$ cat src/rtl/rom_loader.sv
// Streams an image into a 64K x8 ROM over a valid/ready byte port, then
// optionally reads the image back and compares its sum against the load checksum.
module rom_loader #(
    parameter int VERIFY = 1
) (
    input  logic        clock_i,
    input  logic        reset_i,
    input  logic        start_i,
    input  logic [15:0] base_address_i,
    input  logic [16:0] length_i,
    input  logic [7:0]  s_data_i,
    input  logic        s_valid_i,
    output logic        s_ready_o,
    output logic [15:0] rom_address_o,
    output logic        rom_write_enable_o,
    output logic [7:0]  rom_data_o,
    input  logic [7:0]  rom_data_i,
    output logic        busy_o,
    output logic        done_o,
    output logic        error_o,
    output logic [7:0]  checksum_o
);

    typedef enum logic [2:0] {
        S_IDLE,
        S_LOAD,
        S_FLUSH,
        S_VERIFY_ADDR,
        S_VERIFY_CMP,
        S_DONE
    } state_t;

    state_t      state;
    state_t      next_state;
    logic        accept;
    logic [16:0] remaining;
    logic [15:0] base_q;
    logic [16:0] len_q;
    logic [15:0] load_addr;
    logic [7:0]  readback;

    function automatic logic [7:0] sum8(input logic [7:0] a, input logic [7:0] b);
        return a + b;
    endfunction

    always_ff @(posedge clock_i or posedge reset_i) begin
        if (reset_i) begin
            state <= S_IDLE;
        end else begin
            state <= next_state;
        end
    end

    always_comb begin
        next_state = state;
        s_ready_o  = 1'b0;
        accept     = 1'b0;
        case (state)
            S_IDLE: begin
                if (start_i) begin
                    next_state = (length_i == '0) ? S_DONE : S_LOAD;
                end
            end
            S_LOAD: begin
                s_ready_o = (remaining != '0);
                accept    = s_valid_i && s_ready_o;
                if (accept && remaining == 17'd1) begin
                    next_state = S_FLUSH;
                end
            end
            S_FLUSH: begin
                next_state = (VERIFY != 0) ? S_VERIFY_ADDR : S_DONE;
            end
            S_VERIFY_ADDR: begin
                next_state = S_VERIFY_CMP;
            end
            S_VERIFY_CMP: begin
                next_state = (remaining == 17'd1) ? S_DONE : S_VERIFY_ADDR;
            end
            S_DONE: begin
                next_state = S_IDLE;
            end
            default: begin
                next_state = S_IDLE;
            end
        endcase
    end

    // Registered outputs and the shared load/verify byte counter
    always_ff @(posedge clock_i or posedge reset_i) begin
        if (reset_i) begin
            remaining          <= '0;
            rom_address_o      <= '0;
            rom_write_enable_o <= 1'b0;
            rom_data_o         <= '0;
            busy_o             <= 1'b0;
            done_o             <= 1'b0;
            error_o            <= 1'b0;
            checksum_o         <= '0;
        end else begin
            rom_write_enable_o <= accept;
            done_o             <= (next_state == S_DONE);
            case (state)
                S_IDLE: begin
                    if (start_i) begin
                        remaining  <= length_i;
                        checksum_o <= '0;
                        error_o    <= (length_i == '0);
                        busy_o     <= 1'b1;
                    end
                end
                S_LOAD: begin
                    if (accept) begin
                        rom_address_o <= load_addr;
                        rom_data_o    <= s_data_i;
                        checksum_o    <= sum8(checksum_o, s_data_i);
                        remaining     <= remaining - 17'd1;
                    end
                end
                S_FLUSH: begin
                    if (VERIFY != 0) begin
                        remaining     <= len_q;
                        rom_address_o <= base_q;
                    end
                end
                S_VERIFY_CMP: begin
                    remaining <= remaining - 17'd1;
                    if (remaining != 17'd1) begin
                        rom_address_o <= rom_address_o + 16'd1;
                    end else if (sum8(readback, rom_data_i) != checksum_o) begin
                        error_o <= 1'b1;
                    end
                end
                S_DONE: begin
                    busy_o <= 1'b0;
                end
                default: begin
                end
            endcase
        end
    end

    // Captured request and read-back accumulator; only meaningful after a start
    always_ff @(posedge clock_i) begin
        case (state)
            S_IDLE: begin
                if (start_i) begin
                    base_q    <= base_address_i;
                    len_q     <= length_i;
                    load_addr <= base_address_i;
                end
            end
            S_LOAD: begin
                if (accept) begin
                    load_addr <= load_addr + 16'd1;
                end
            end
            S_FLUSH: begin
                readback <= '0;
            end
            S_VERIFY_CMP: begin
                readback <= sum8(readback, rom_data_i);
            end
            default: begin
            end
        endcase
    end

endmodule

$ cat config.mk
export PLATFORM = sky130hd
export DESIGN_NAME = rom_loader
export DESIGN_NICKNAME = d
export VERILOG_FILES = /design/src/rtl/rom_loader.sv
export SDC_FILE = /design/constraint.sdc
export NUM_CORES = 1
export LEC_CHECK = 0
export ABC_AREA = 0
export CORE_MARGIN = 2
export CORE_UTILIZATION = 59
export CTS_CLUSTER_SIZE = 24
export DETAILED_ROUTE_END_ITERATION = 8
export PLACE_DENSITY = 0.85
export SETUP_SLACK_MARGIN = 0.5
export SLEW_MARGIN = 30
export SYNTH_ARGS = -nofsm -noshare
export SYNTH_HDL_FRONTEND = slang
export SYNTH_SLANG_ARGS = --single-unit
$ cat constraint.sdc
create_clock -name clock_i -period 4.6 [get_ports clock_i]
set_input_delay 0.69 -clock clock_i [delete_from_list [all_inputs] [get_ports clock_i]]
set_output_delay 0.69 -clock clock_i [all_outputs]
set_load 0.03 [all_outputs]
==> summary.txt <==
Timing
  • Final Hold Fails: 0
  • Setup violations, final: 0
  • Tmin final: 3.58 ns
  • Max frequency: 280 MHz
  • Rel. slew slack: 38.0%
  • Setup Skew: about 0.0058 ns
  • Final period utilization: 77.7%
  • Slew Limit Fails: 0
  • Setup TNS: 0 ns
  • RSZ-0062 raised after global routing: false
  • Slew @ Worst Pin: 0.922 ns

Placement
  • Post-DP HPWL: around 11,000 µm
  • Post-placement cell area: 0.00724 mm²
  • PortBufs: 89
  • Placer's final routability congestion estimate: 0.877

Floorplan
  • # IOs: 90
  • Row count: 37
  • Die H: 107 µm
  • Core area: 0.0103 mm²
  • DIE AREA: 0.0115 mm²
  • Die W: about 110 µm
  • Starting Density: between 60% and 70%

Worst setup path
  • CP Launch Type: flop
  • CP Capture Type: primary output
  • Crit Reg-Reg Startpoint: remaining[5]
  • Flop2flop setup slack: 1.70 ns
  • Worst setup path class: reg -> out
  • Arrival @ worst endpoint: a little under 3 ns
  • Req. time, crit path: slightly below 4 ns
  • Reg2reg end: load_addr[7]
  • R2R cell count: 5
  • Crit-path max FO: 33

Yosys
  • Synth Instances: 636
  • Most used DFF post-synth: edfxtp_1
  • Share of the synthesized area in the top cell type: 27.2%
  • Top cells by area, synth: edfxtp_1 27%, dfrtp_1 22%, o21ai_0 5.0%
  • Async set-reset flop share out of synthesis: slightly below 50%
  • Leading area contributor after synthesis: edfxtp_1
  • Sequential area share after synthesis: 49.5%
  • Yosys Warn Count: 0
  • Syn_nets: around 700
  • Cell variety after synth: 61
  • FF+latch count, synth: roughly 110
  • EDFF count, synth: 57
  • Mapped Area: 0.00628 mm²
  • Synth Area per Inst: 9.88 µm²

Min path
  • HP Class: in -> async

Routing
  • TritonRoute pass-1 iters: 6
  • # DRC: 0
  • Drt initial violations: between 400 and 500
  • Routed vias: 5,463
  • DRT antenna net count: 0
  • Total routed wirelength: roughly 17,000 µm
  • Vias per inst: 6.29
  • WL per Instance: ~19 µm

Finish
  • Ant. Diodes: 0
  • Area grow syn2layout: 23.8%
  • Final net count: 793
  • Layout cell share with drive strength beyond 1: 7.38%
  • Final Cell Area: roughly 0.0078 mm²

Power and ir drop
  • Clk network pwr share: between 20% and 30%
  • Switching Share: 40.9%
  • NetSw: 2.09 mW
  • P_int: 3.02 mW
  • Pwr dens: approximately 660 mW/mm²
  • Combinational power share: 40.9%
  • Peak supply drop: around 0.5 mV
  • Static leakage: around 3.0 nW
  • Sequential power share: 35.7%

GRT
  • Grt ovf: 0
  • Initial antenna violation count: 0
  • GRT Util Overall: 29.9%
  • Vias in the first global route: 5,560
  • Largest net degree at the start of global routing: 42
  • First-pass GRT wire length: 26,500 µm

Clock tree
  • CTS clk-pin slew, worst paths: 0.06 ns
  • Skew-Pair Late Insertion Delay: ~0.53 ns
  • Root buf cell: clkbuf_8
  • H-Tree Depth: 4
  • CTS sink count: 113
  • Hold buffer count at CTS: 0
  • CTS Buf Count: 17
  • CTS tree: done
  • CTS Buffer Depth: 2
  • Post-CTS setup buffer count: 0
  • CTS resizes: 0

Outcome
  • Status: complete, no violations

Flow run
  • Max-cap violations: 0
-- worst max-delay path by stage --
| stage | slack (ns) | endpoint | from | cells past startpoint |
|---|---|---|---|---|
| 4_1_cts | 1.02 | s_ready_o | state[2] | 4 |
| 2_1_floorplan | 2.13 | load_addr[0] | start_i | 4 |
| 5_1_grt | 0.91 | s_ready_o | state[0] | 4 |
| 6_report | 1.02 | s_ready_o | state[2] | 4 |
| 3_3_place_gp | 1.57 | readback[6] | rom_data_i[0] | 9 |
| 3_5_place_dp | 1.52 | readback[6] | rom_data_i[0] | 9 |
-- logic make-up (layout without fill, tap and decap cells) --
| family | after synthesis | after routing | share of synthesized area (%) |
|---|---|---|---|
| AND/OR/NAND/NOR | 225 | 225 | 17.2 |
| AO/OA/AOI/OAI | 183 | 183 | 19.3 |
| flip-flops | 113 | 113 | 49.5 |
| buffers and inverters | 53 | 149 | 3.76 |
| XOR/XNOR | 38 | 38 | 5.30 |
| adder cells (fa/ha/maj) | 22 | 22 | 4.58 |
| multiplexers | 2 | 2 | 0.319 |
-- registers in the layout, summed over array words and instances, names as in the netlist --
name	count
len_q	17
remaining	17
base_q	16
load_addr	16
rom_address_o	16
checksum_o	8
readback	8
rom_data_o	8
state	3
busy_o	1
done_o	1
error_o	1
rom_write_enable_o	1
-- layer usage --
metal  vias up  track usage (%)  share of wire (%)  wire length, µm
li1       2518                -                  -                -
met2       247             50.3                 50             8200
met3        42             6.08                7.2             1200
met4         0             13.1                2.4              403
met5         -                0                  0                0
met1      2656             37.6                 41             6760
-- placed cells by master, fill, tap and decap left out, types with 4 or more instances in the layout --
| master | n |
|---|---|
| nor2_1 | 61 |
| nor3b_1 | 6 |
| clkdlybuf4s50_1 | 89 |
| edfxtp_1 | 57 |
| nand3_1 | 16 |
| a21oi_1 | 35 |
| nor3_1 | 17 |
| inv_1 | 19 |
| ha_1 | 19 |
| and2_1 | 5 |
| nand2_1 | 69 |
| nand4_1 | 5 |
| a222oi_1 | 7 |
| or2_2 | 4 |
| o22a_1 | 4 |
| xnor2_1 | 22 |
| a31oi_1 | 8 |
| nor4_1 | 14 |
| clkbuf_16 | 16 |
| dfrtp_1 | 56 |
| o21ai_0 | 63 |
| a22oi_1 | 7 |
| a22o_1 | 7 |
| clkinvlp_4 | 4 |
| o22ai_1 | 5 |
| and3_1 | 8 |
| nand2b_1 | 5 |
| a221oi_1 | 17 |
| xor2_1 | 16 |
| buf_4 | 6 |
| a211oi_1 | 4 |
-- final cells by class --
class / instances / area [µm²]
Fill cell: 713 / 2540
Clock inverter: 13 / 114
Timing Repair Buffer: 96 / 941
Tap cell: 136 / 170
Sequential cell: 113 / 3110
Multi-Input combinational cell: 470 / 2940
Inverter: 21 / 78.8
Clock buffer: 19 / 422
-- cell usage after synthesis (all sizes together) (3+ instances only) --
master,number
a211oi,5
a21o,3
a21oi,37
a221oi,17
a222oi,7
a22o,7
a22oi,7
a31oi,9
and2,5
and3,8
buf,9
clkbuf,23
dfrtp,56
edfxtp,57
ha,19
inv,21
nand2,69
nand2b,5
nand3,16
nand3b,3
nand4,5
nor2,61
nor3,17
nor3b,7
nor4,14
o211ai,3
o21ai,63
o22a,4
o22ai,6
or2,4
xnor2,22
xor2,16
-- power by group through the flow --
stage / combinational (mW) / clock (mW) / sequential (mW)
floorplan: 1.19 / 0 / 1.99
global placement: 1.98 / 0 / 1.80
CTS: 2.08 / 1.20 / 1.81
detailed placement: 2.04 / 0 / 1.82
global route: 2.28 / 1.24 / 1.87
finish: 2.09 / 1.19 / 1.83
-- through the flow --
stage | utilization, % | setup slack, ns | power [mW] | instances | hold slack (ns)
2_1_floorplan | - | 2.13 | 3.18 | 636 | 0.471
3_3_place_gp | 70.1 | 1.57 | 3.78 | 835 | 0.459
3_5_place_dp | 70.1 | 1.52 | 3.87 | 835 | 0.465
4_1_cts | 75.3 | 1.02 | 5.10 | 867 | 0.460
5_1_grt | 75.3 | 0.908 | 5.39 | 868 | 0.477
6_report | 75.3 | 1.02 | 5.11 | 868 | 0.452
-- worst max-delay path: stages (launching register included) --
cell and delay [ns]:
dfrtp_1 0.56, nand2b_1 0.30, or2_2 0.55, a21oi_1 0.24, clkdlybuf4s50_1 0.70
(Power assumes the default switching activity.)
